`src/rtl/id1000500b_conv_core.sv`:
```
// Full 1-D linear convolution Z = X * Y over synchronous-read memories,
// with runtime lengths, signed/unsigned math, rounded shift and saturation.
module id1000500b_conv_core #(
    parameter int DATA_WIDTH = 32,
    parameter int ADDR_WIDTH = 5
) (
    input  logic                  clk,
    input  logic                  rst_a,
    input  logic                  start,
    input  logic                  abort,
    input  logic [31:0]           config_in,
    input  logic [DATA_WIDTH-1:0] dataX,
    output logic [ADDR_WIDTH-1:0] memX_addr,
    input  logic [DATA_WIDTH-1:0] dataY,
    output logic [ADDR_WIDTH-1:0] memY_addr,
    output logic [DATA_WIDTH-1:0] dataZ,
    output logic [ADDR_WIDTH:0]   memZ_addr,
    output logic                  writeZ,
    output logic                  busy_out,
    output logic                  done_out
);

    localparam int DW        = DATA_WIDTH;
    localparam int AW        = ADDR_WIDTH;
    localparam int ACC_WIDTH = 2 * DW + AW + 1;
    localparam int PW        = 2 * DW + 2;

    localparam logic [AW:0]   N_ONE = 1;
    localparam logic [AW-1:0] A_ONE = 1;

    typedef enum logic [2:0] {
        IDLE,
        LATCH,
        ISSUE,
        DRAIN,
        WRITE,
        DONE
    } state_t;

    state_t                       state;
    logic [AW-1:0]                lx_m1;
    logic [AW-1:0]                ly_m1;
    logic [4:0]                   sh;
    logic                         sgn;
    logic                         sat;
    logic [AW:0]                  n;
    logic [AW-1:0]                kend;
    logic                         issue_d;
    logic signed [ACC_WIDTH-1:0]  acc;

    logic signed [DW:0]           xe;
    logic signed [DW:0]           ye;
    logic signed [PW-1:0]         prod;
    logic signed [ACC_WIDTH-1:0]  prod_ext;
    logic signed [ACC_WIDTH-1:0]  acc_next;
    logic signed [ACC_WIDTH-1:0]  rnd;
    logic signed [ACC_WIDTH-1:0]  rsum;
    logic signed [ACC_WIDTH-1:0]  shifted;
    logic                         fit_s;
    logic                         fit_u;
    logic [DW-1:0]                post_val;

    logic [AW:0]                  n_sel;
    logic [AW:0]                  n_last;
    logic [AW:0]                  ks_w;
    logic [AW:0]                  ke_w;
    logic [AW:0]                  ya_w;
    logic [AW-1:0]                k_start;
    logic [AW-1:0]                k_end;
    logic [AW-1:0]                y_start;

    logic                         unused_cfg;
    assign unused_cfg = config_in[31];

    // Data returned this cycle belongs to the address issued last cycle.
    always_comb begin
        xe       = sgn ? {dataX[DW-1], dataX} : {1'b0, dataX};
        ye       = sgn ? {dataY[DW-1], dataY} : {1'b0, dataY};
        prod     = xe * ye;
        prod_ext = {{(ACC_WIDTH-PW){prod[PW-1]}}, prod};
        acc_next = issue_d ? acc + prod_ext : acc;
    end

    always_comb begin
        rnd = '0;
        if (sh != 5'd0) begin
            rnd = {{(ACC_WIDTH-1){1'b0}}, 1'b1} << (sh - 5'd1);
        end
        rsum    = acc_next + rnd;
        shifted = sgn ? (rsum >>> sh) : (rsum >> sh);
        fit_s   = (&shifted[ACC_WIDTH-1:DW-1]) | ~(|shifted[ACC_WIDTH-1:DW-1]);
        fit_u   = ~(|shifted[ACC_WIDTH-1:DW]);
        post_val = shifted[DW-1:0];
        if (sat) begin
            if (sgn) begin
                if (!fit_s) begin
                    post_val = shifted[ACC_WIDTH-1] ? {1'b1, {(DW-1){1'b0}}}
                                                    : {1'b0, {(DW-1){1'b1}}};
                end
            end else if (!fit_u) begin
                post_val = {DW{1'b1}};
            end
        end
    end

    // First/last term index and first Y address for the next output sample.
    always_comb begin
        n_sel   = (state == WRITE) ? n + N_ONE : '0;
        n_last  = {1'b0, lx_m1} + {1'b0, ly_m1};
        ks_w    = (n_sel > {1'b0, ly_m1}) ? n_sel - {1'b0, ly_m1} : '0;
        ke_w    = (n_sel > {1'b0, lx_m1}) ? {1'b0, lx_m1} : n_sel;
        ya_w    = n_sel - ks_w;
        k_start = AW'(ks_w);
        k_end   = AW'(ke_w);
        y_start = AW'(ya_w);
    end

    always_ff @(posedge clk or posedge rst_a) begin
        if (rst_a) begin
            state     <= IDLE;
            lx_m1     <= '0;
            ly_m1     <= '0;
            sh        <= '0;
            sgn       <= 1'b0;
            sat       <= 1'b0;
            n         <= '0;
            kend      <= '0;
            issue_d   <= 1'b0;
            acc       <= '0;
            memX_addr <= '0;
            memY_addr <= '0;
            memZ_addr <= '0;
            dataZ     <= '0;
            writeZ    <= 1'b0;
            busy_out  <= 1'b0;
            done_out  <= 1'b0;
        end else begin
            writeZ   <= 1'b0;
            done_out <= 1'b0;
            issue_d  <= 1'b0;
            if (state != IDLE && abort) begin
                state    <= IDLE;
                busy_out <= 1'b0;
                acc      <= '0;
            end else begin
                unique case (state)
                    IDLE: begin
                        if (start && !abort) begin
                            lx_m1    <= AW'(config_in[11:0]);
                            ly_m1    <= AW'(config_in[23:12]);
                            sh       <= config_in[28:24];
                            sgn      <= config_in[29];
                            sat      <= config_in[30];
                            busy_out <= 1'b1;
                            state    <= LATCH;
                        end
                    end
                    LATCH: begin
                        n         <= '0;
                        acc       <= '0;
                        memX_addr <= k_start;
                        memY_addr <= y_start;
                        kend      <= k_end;
                        state     <= ISSUE;
                    end
                    ISSUE: begin
                        acc     <= acc_next;
                        issue_d <= 1'b1;
                        if (memX_addr == kend) begin
                            state <= DRAIN;
                        end else begin
                            memX_addr <= memX_addr + A_ONE;
                            memY_addr <= memY_addr - A_ONE;
                        end
                    end
                    DRAIN: begin
                        acc       <= acc_next;
                        writeZ    <= 1'b1;
                        memZ_addr <= n;
                        dataZ     <= post_val;
                        state     <= WRITE;
                    end
                    WRITE: begin
                        acc <= '0;
                        if (n == n_last) begin
                            done_out <= 1'b1;
                            state    <= DONE;
                        end else begin
                            n         <= n + N_ONE;
                            memX_addr <= k_start;
                            memY_addr <= y_start;
                            kend      <= k_end;
                            state     <= ISSUE;
                        end
                    end
                    DONE: begin
                        busy_out <= 1'b0;
                        state    <= IDLE;
                    end
                    default: begin
                        busy_out <= 1'b0;
                        state    <= IDLE;
                    end
                endcase
            end
        end
    end

endmodule

```
`config.mk`:
```
export PLATFORM = sky130hd
export DESIGN_NAME = id1000500b_conv_core
export DESIGN_NICKNAME = d
export VERILOG_FILES = /design/src/rtl/id1000500b_conv_core.sv
export SDC_FILE = /design/constraint.sdc
export NUM_CORES = 2
export LEC_CHECK = 0
export CAP_MARGIN = 10
export CORE_ASPECT_RATIO = 1.1
export CORE_MARGIN = 2
export CORE_UTILIZATION = 65
export DETAILED_ROUTE_END_ITERATION = 8
export PLACE_DENSITY = 0.91
export SLEW_MARGIN = 20
export SYNTH_ARGS = -nofsm -noshare
export SYNTH_HDL_FRONTEND = slang
export SYNTH_SLANG_ARGS = --single-unit
```
`constraint.sdc`:
```
create_clock -name clk -period 22.2 [get_ports clk]
set_input_delay 5.55 -clock clk [delete_from_list [all_inputs] [get_ports clk]]
set_output_delay 5.55 -clock clk [all_outputs]
set_load 0.01 [all_outputs]
```
==> out/results.ini <==
[cells_and_area]
mostFrequentLayoutCells = 1,343 x sky130_fd_sc_hd__inv_1, 1,291 x sky130_fd_sc_hd__fa_1, 986 x sky130_fd_sc_hd__nand2_1
final_net_count = 8470
post_layout_nonfiller_instances = 7990
layout.cells.most_common = sky130_fd_sc_hd__inv_1
layout-drive-gt1-share_pct = 4.751
layout_stage_area_growth_over_the_synthesis_result_pct = 4.219

[setup_path]
rr_startpoint = sgn
ff2ff_setup_slack_ns = 6.89
path_max_fanout = 24
critical_path_type = input pin to flip-flop
timing.critical_path.required_ns = 22.51
crit-reg2reg-capture = dataZ[16]
endpoint_kind = flip-flop
critPathMaxStageDelay_ns = 1.15
cp_common_cell = sky130_fd_sc_hd__fa_1
critical-path-slowest-cell = sky130_fd_sc_hd__clkdlybuf4s50_1
crit_arrival_ns = 20.68
register_to_register_path_depth = 37
setup.worst_path.start_class = input pin

[floorplan]
die_x_microns = 294.5
die_area_sq_um = 95250
top_level_ports = 151
rows = 117
floorplan.core_area_sq_um = 92230
fp.dieH_microns = 323.5
initial_utilization_pct = 65.40

[grt]
grt_start_max_net_pins = 82
number_of_antenna_violations_at_the_first_check_in_global_routing = 0
globalRouteOverflowTotal = 0
first_global_vias = 55710
grtUsageTotal_pct = 38.98
first_pass_grt_wire_length_mm = 290.3

[logic_synthesis]
synth.yosys.seq_area_share_pct = 6.347
summed_instance_area_of_the_synthesized_netlist_sq_um = 60320
synthDominantAreaCellType = sky130_fd_sc_hd__fa_1
syn_area_per_cell_sq_um = 8.706
synth.top_cell.area_share_pct = 42.85
synth_top_cells_by_area = sky130_fd_sc_hd__fa_1 43%, sky130_fd_sc_hd__inv_1 8.4%, sky130_fd_sc_hd__dfrtp_1 6.3%
ys_async_sr_fraction_pct = 100.0
synth_fp_nets = 8613
ys.warnings.count = 0
synth_edf_count = 0
synthFlopType = sky130_fd_sc_hd__dfrtp_1
ys_seq_elements = 153
synth_cells = 6928
yosys.cell_types.count = 118

[routing]
firstDrtPassIters = 6
drcViolationCount = 0
via_count = 50940
ant_nets = 0
drt_wl_total_mm = 180.4
detail_route.wl_per_cell_microns = 22.57
viasPerCell = 6.376
drt-initial-drc-count = 4924

[status]
run_status = complete, no violations

[hold_path]
hold_path_end = memZ_addr[1]
hold_start = memZ_addr[1]
worst_min_delay_path_category = flip-flop to flip-flop
min_path_cells = 2

[clock_tree]
hold_buffers = 0
cts_tree = yes
cts-root-buf = sky130_fd_sc_hd__clkbuf_16
clkSinkCount = 153
clk_latency_ns = 0.48
htree_levels = 4
cts_setup_buffers = 0
longest_clk_path_bufs = 2
post_cts_resized = 0
clkTransAtPathRegs_ns = 0.07
cts_inserted_buffers = 17

[sta]
final_min_period_over_clock_period_pct = 91.75
worst_clock_skew_ns = 0.01304
tightestPinTransition_ns = 1.173
drv_slew = 0
slew_headroom_pct = 21.57
report.final.setup_viol = 0
worst_hold_slack_ns = 0.4906
min_period_ns = 20.37
grt_setup_unrepaired = no
finalSetupTns_ns = 0
max_clock_freq_mhz = 49.10
final_hold_viol_count = 0

[placed_design]
placedCellCount = 7955
portBuffers = 135
detail_placement_hpwl_mm = 150.4
gpl.final_weighted_congestion = 1.016

[run]
max_cap_viol_count = 0

==> kinds of logic (layout without fill, tap and decap cells) <==
family,Yosys count,in the layout,synth area share (%)
and+or+nand+nor,2174,2174,17.24
other,1,3,0.006217
AOI/OAI and AO/OA,958,958,11.12
buffers and inverters,1752,1622,11.26
xor gates and xnor gates,132,132,1.917
adders and majority gates,1585,1585,48.95
muxes,173,173,3.159
DFF,153,153,6.347
==> Yosys cell counts (20+ instances only) <==
cell                       count
sky130_fd_sc_hd__a22oi_1      23
sky130_fd_sc_hd__nor3_1       71
sky130_fd_sc_hd__and4_1       20
sky130_fd_sc_hd__o21a_1       36
sky130_fd_sc_hd__mux2i_1     100
sky130_fd_sc_hd__nand3_1      64
sky130_fd_sc_hd__buf_2        49
sky130_fd_sc_hd__a22o_1       48
sky130_fd_sc_hd__ha_1        294
sky130_fd_sc_hd__a21o_1       45
sky130_fd_sc_hd__buf_4        24
sky130_fd_sc_hd__or3_1        27
sky130_fd_sc_hd__and2_1      432
sky130_fd_sc_hd__nor4_1       26
sky130_fd_sc_hd__o21ai_0     176
sky130_fd_sc_hd__o211ai_1     22
sky130_fd_sc_hd__nand2_1     986
sky130_fd_sc_hd__xnor2_1      89
sky130_fd_sc_hd__inv_1      1346
sky130_fd_sc_hd__nand4_1      73
sky130_fd_sc_hd__clkbuf_1    298
sky130_fd_sc_hd__a31oi_1      36
sky130_fd_sc_hd__nor2b_1      25
sky130_fd_sc_hd__nor2_1      307
sky130_fd_sc_hd__a211oi_2     30
sky130_fd_sc_hd__nand2b_1     27
sky130_fd_sc_hd__o21ai_1      38
sky130_fd_sc_hd__mux2_2       65
sky130_fd_sc_hd__and3_1       41
sky130_fd_sc_hd__fa_1       1291
sky130_fd_sc_hd__a21oi_1     211
sky130_fd_sc_hd__xor2_1       43
sky130_fd_sc_hd__buf_1        21
sky130_fd_sc_hd__dfrtp_1     153
sky130_fd_sc_hd__a211oi_1     46
==> stage by stage <==
stage | worst slack [ns] | cell area, sq um | utilization, %
final | 1.832 | 62860 | 68.16
after global routing | 1.128 | 62860 | 68.16
after CTS | 2.144 | 62850 | 68.15
after detailed placement | 1.734 | 62270 | 67.52
after global placement | 1.956 | 62270 | 67.52
after floorplan | 4.830 | 60320 | -
==> per-layer routing <==
layer	global-route usage (%)	vias to the layer above	wire (microns)
li1	-	21390	-
met1	46.78	25270	62990
met2	65.78	3315	87610
met3	7.297	975	17390
met4	23.19	0	12370
met5	0	-	0
==> worst max path at each step <==
stage                          from  cells after the start   endpoint  slack [ns]
final                      dataY[1]                     36  dataZ[16]        1.83
after global routing       dataY[1]                     46  dataZ[16]        1.13
after CTS                 dataY[12]                     36   dataZ[9]        2.14
after detailed placement  dataY[10]                     36  dataZ[16]        1.73
after global placement     dataY[1]                     36  dataZ[13]        1.96
after floorplan           dataX[31]                     41  dataZ[14]        4.83
==> sequential cells by signal, summed over array words and instances, names as in the netlist <==
name,cells
memY_addr,5
issue_d,1
n,6
kend,5
acc,70
sgn,1
writeZ,1
dataZ,32
state,3
done_out,1
lx_m1,5
sh,5
ly_m1,5
memZ_addr,6
sat,1
busy_out,1
memX_addr,5
==> layout make-up <==
type                            instances  area [sq um]
Antenna cell                            2         5.005
Clock buffer                           20         436.7
Clock inverter                         12         145.1
Fill cell                            6683         29360
Inverter                             1350          5072
Multi-Input combinational cell       5023         49740
Sequential cell                       153          3837
Tap cell                             1190          1489
Timing Repair Buffer                  240          2140
==> critical path, delay by kind of cell <==
family                     cells  cell delay, ns
adders and majority gates      9            4.77
and+or+nand+nor               13            4.10
buffers and inverters          6            2.89
AOI/OAI and AO/OA              8            3.30
Power is left out: the tool's default activity adds up to more than one toggle a clock period on the data nets, which glitch-free logic cannot reach.
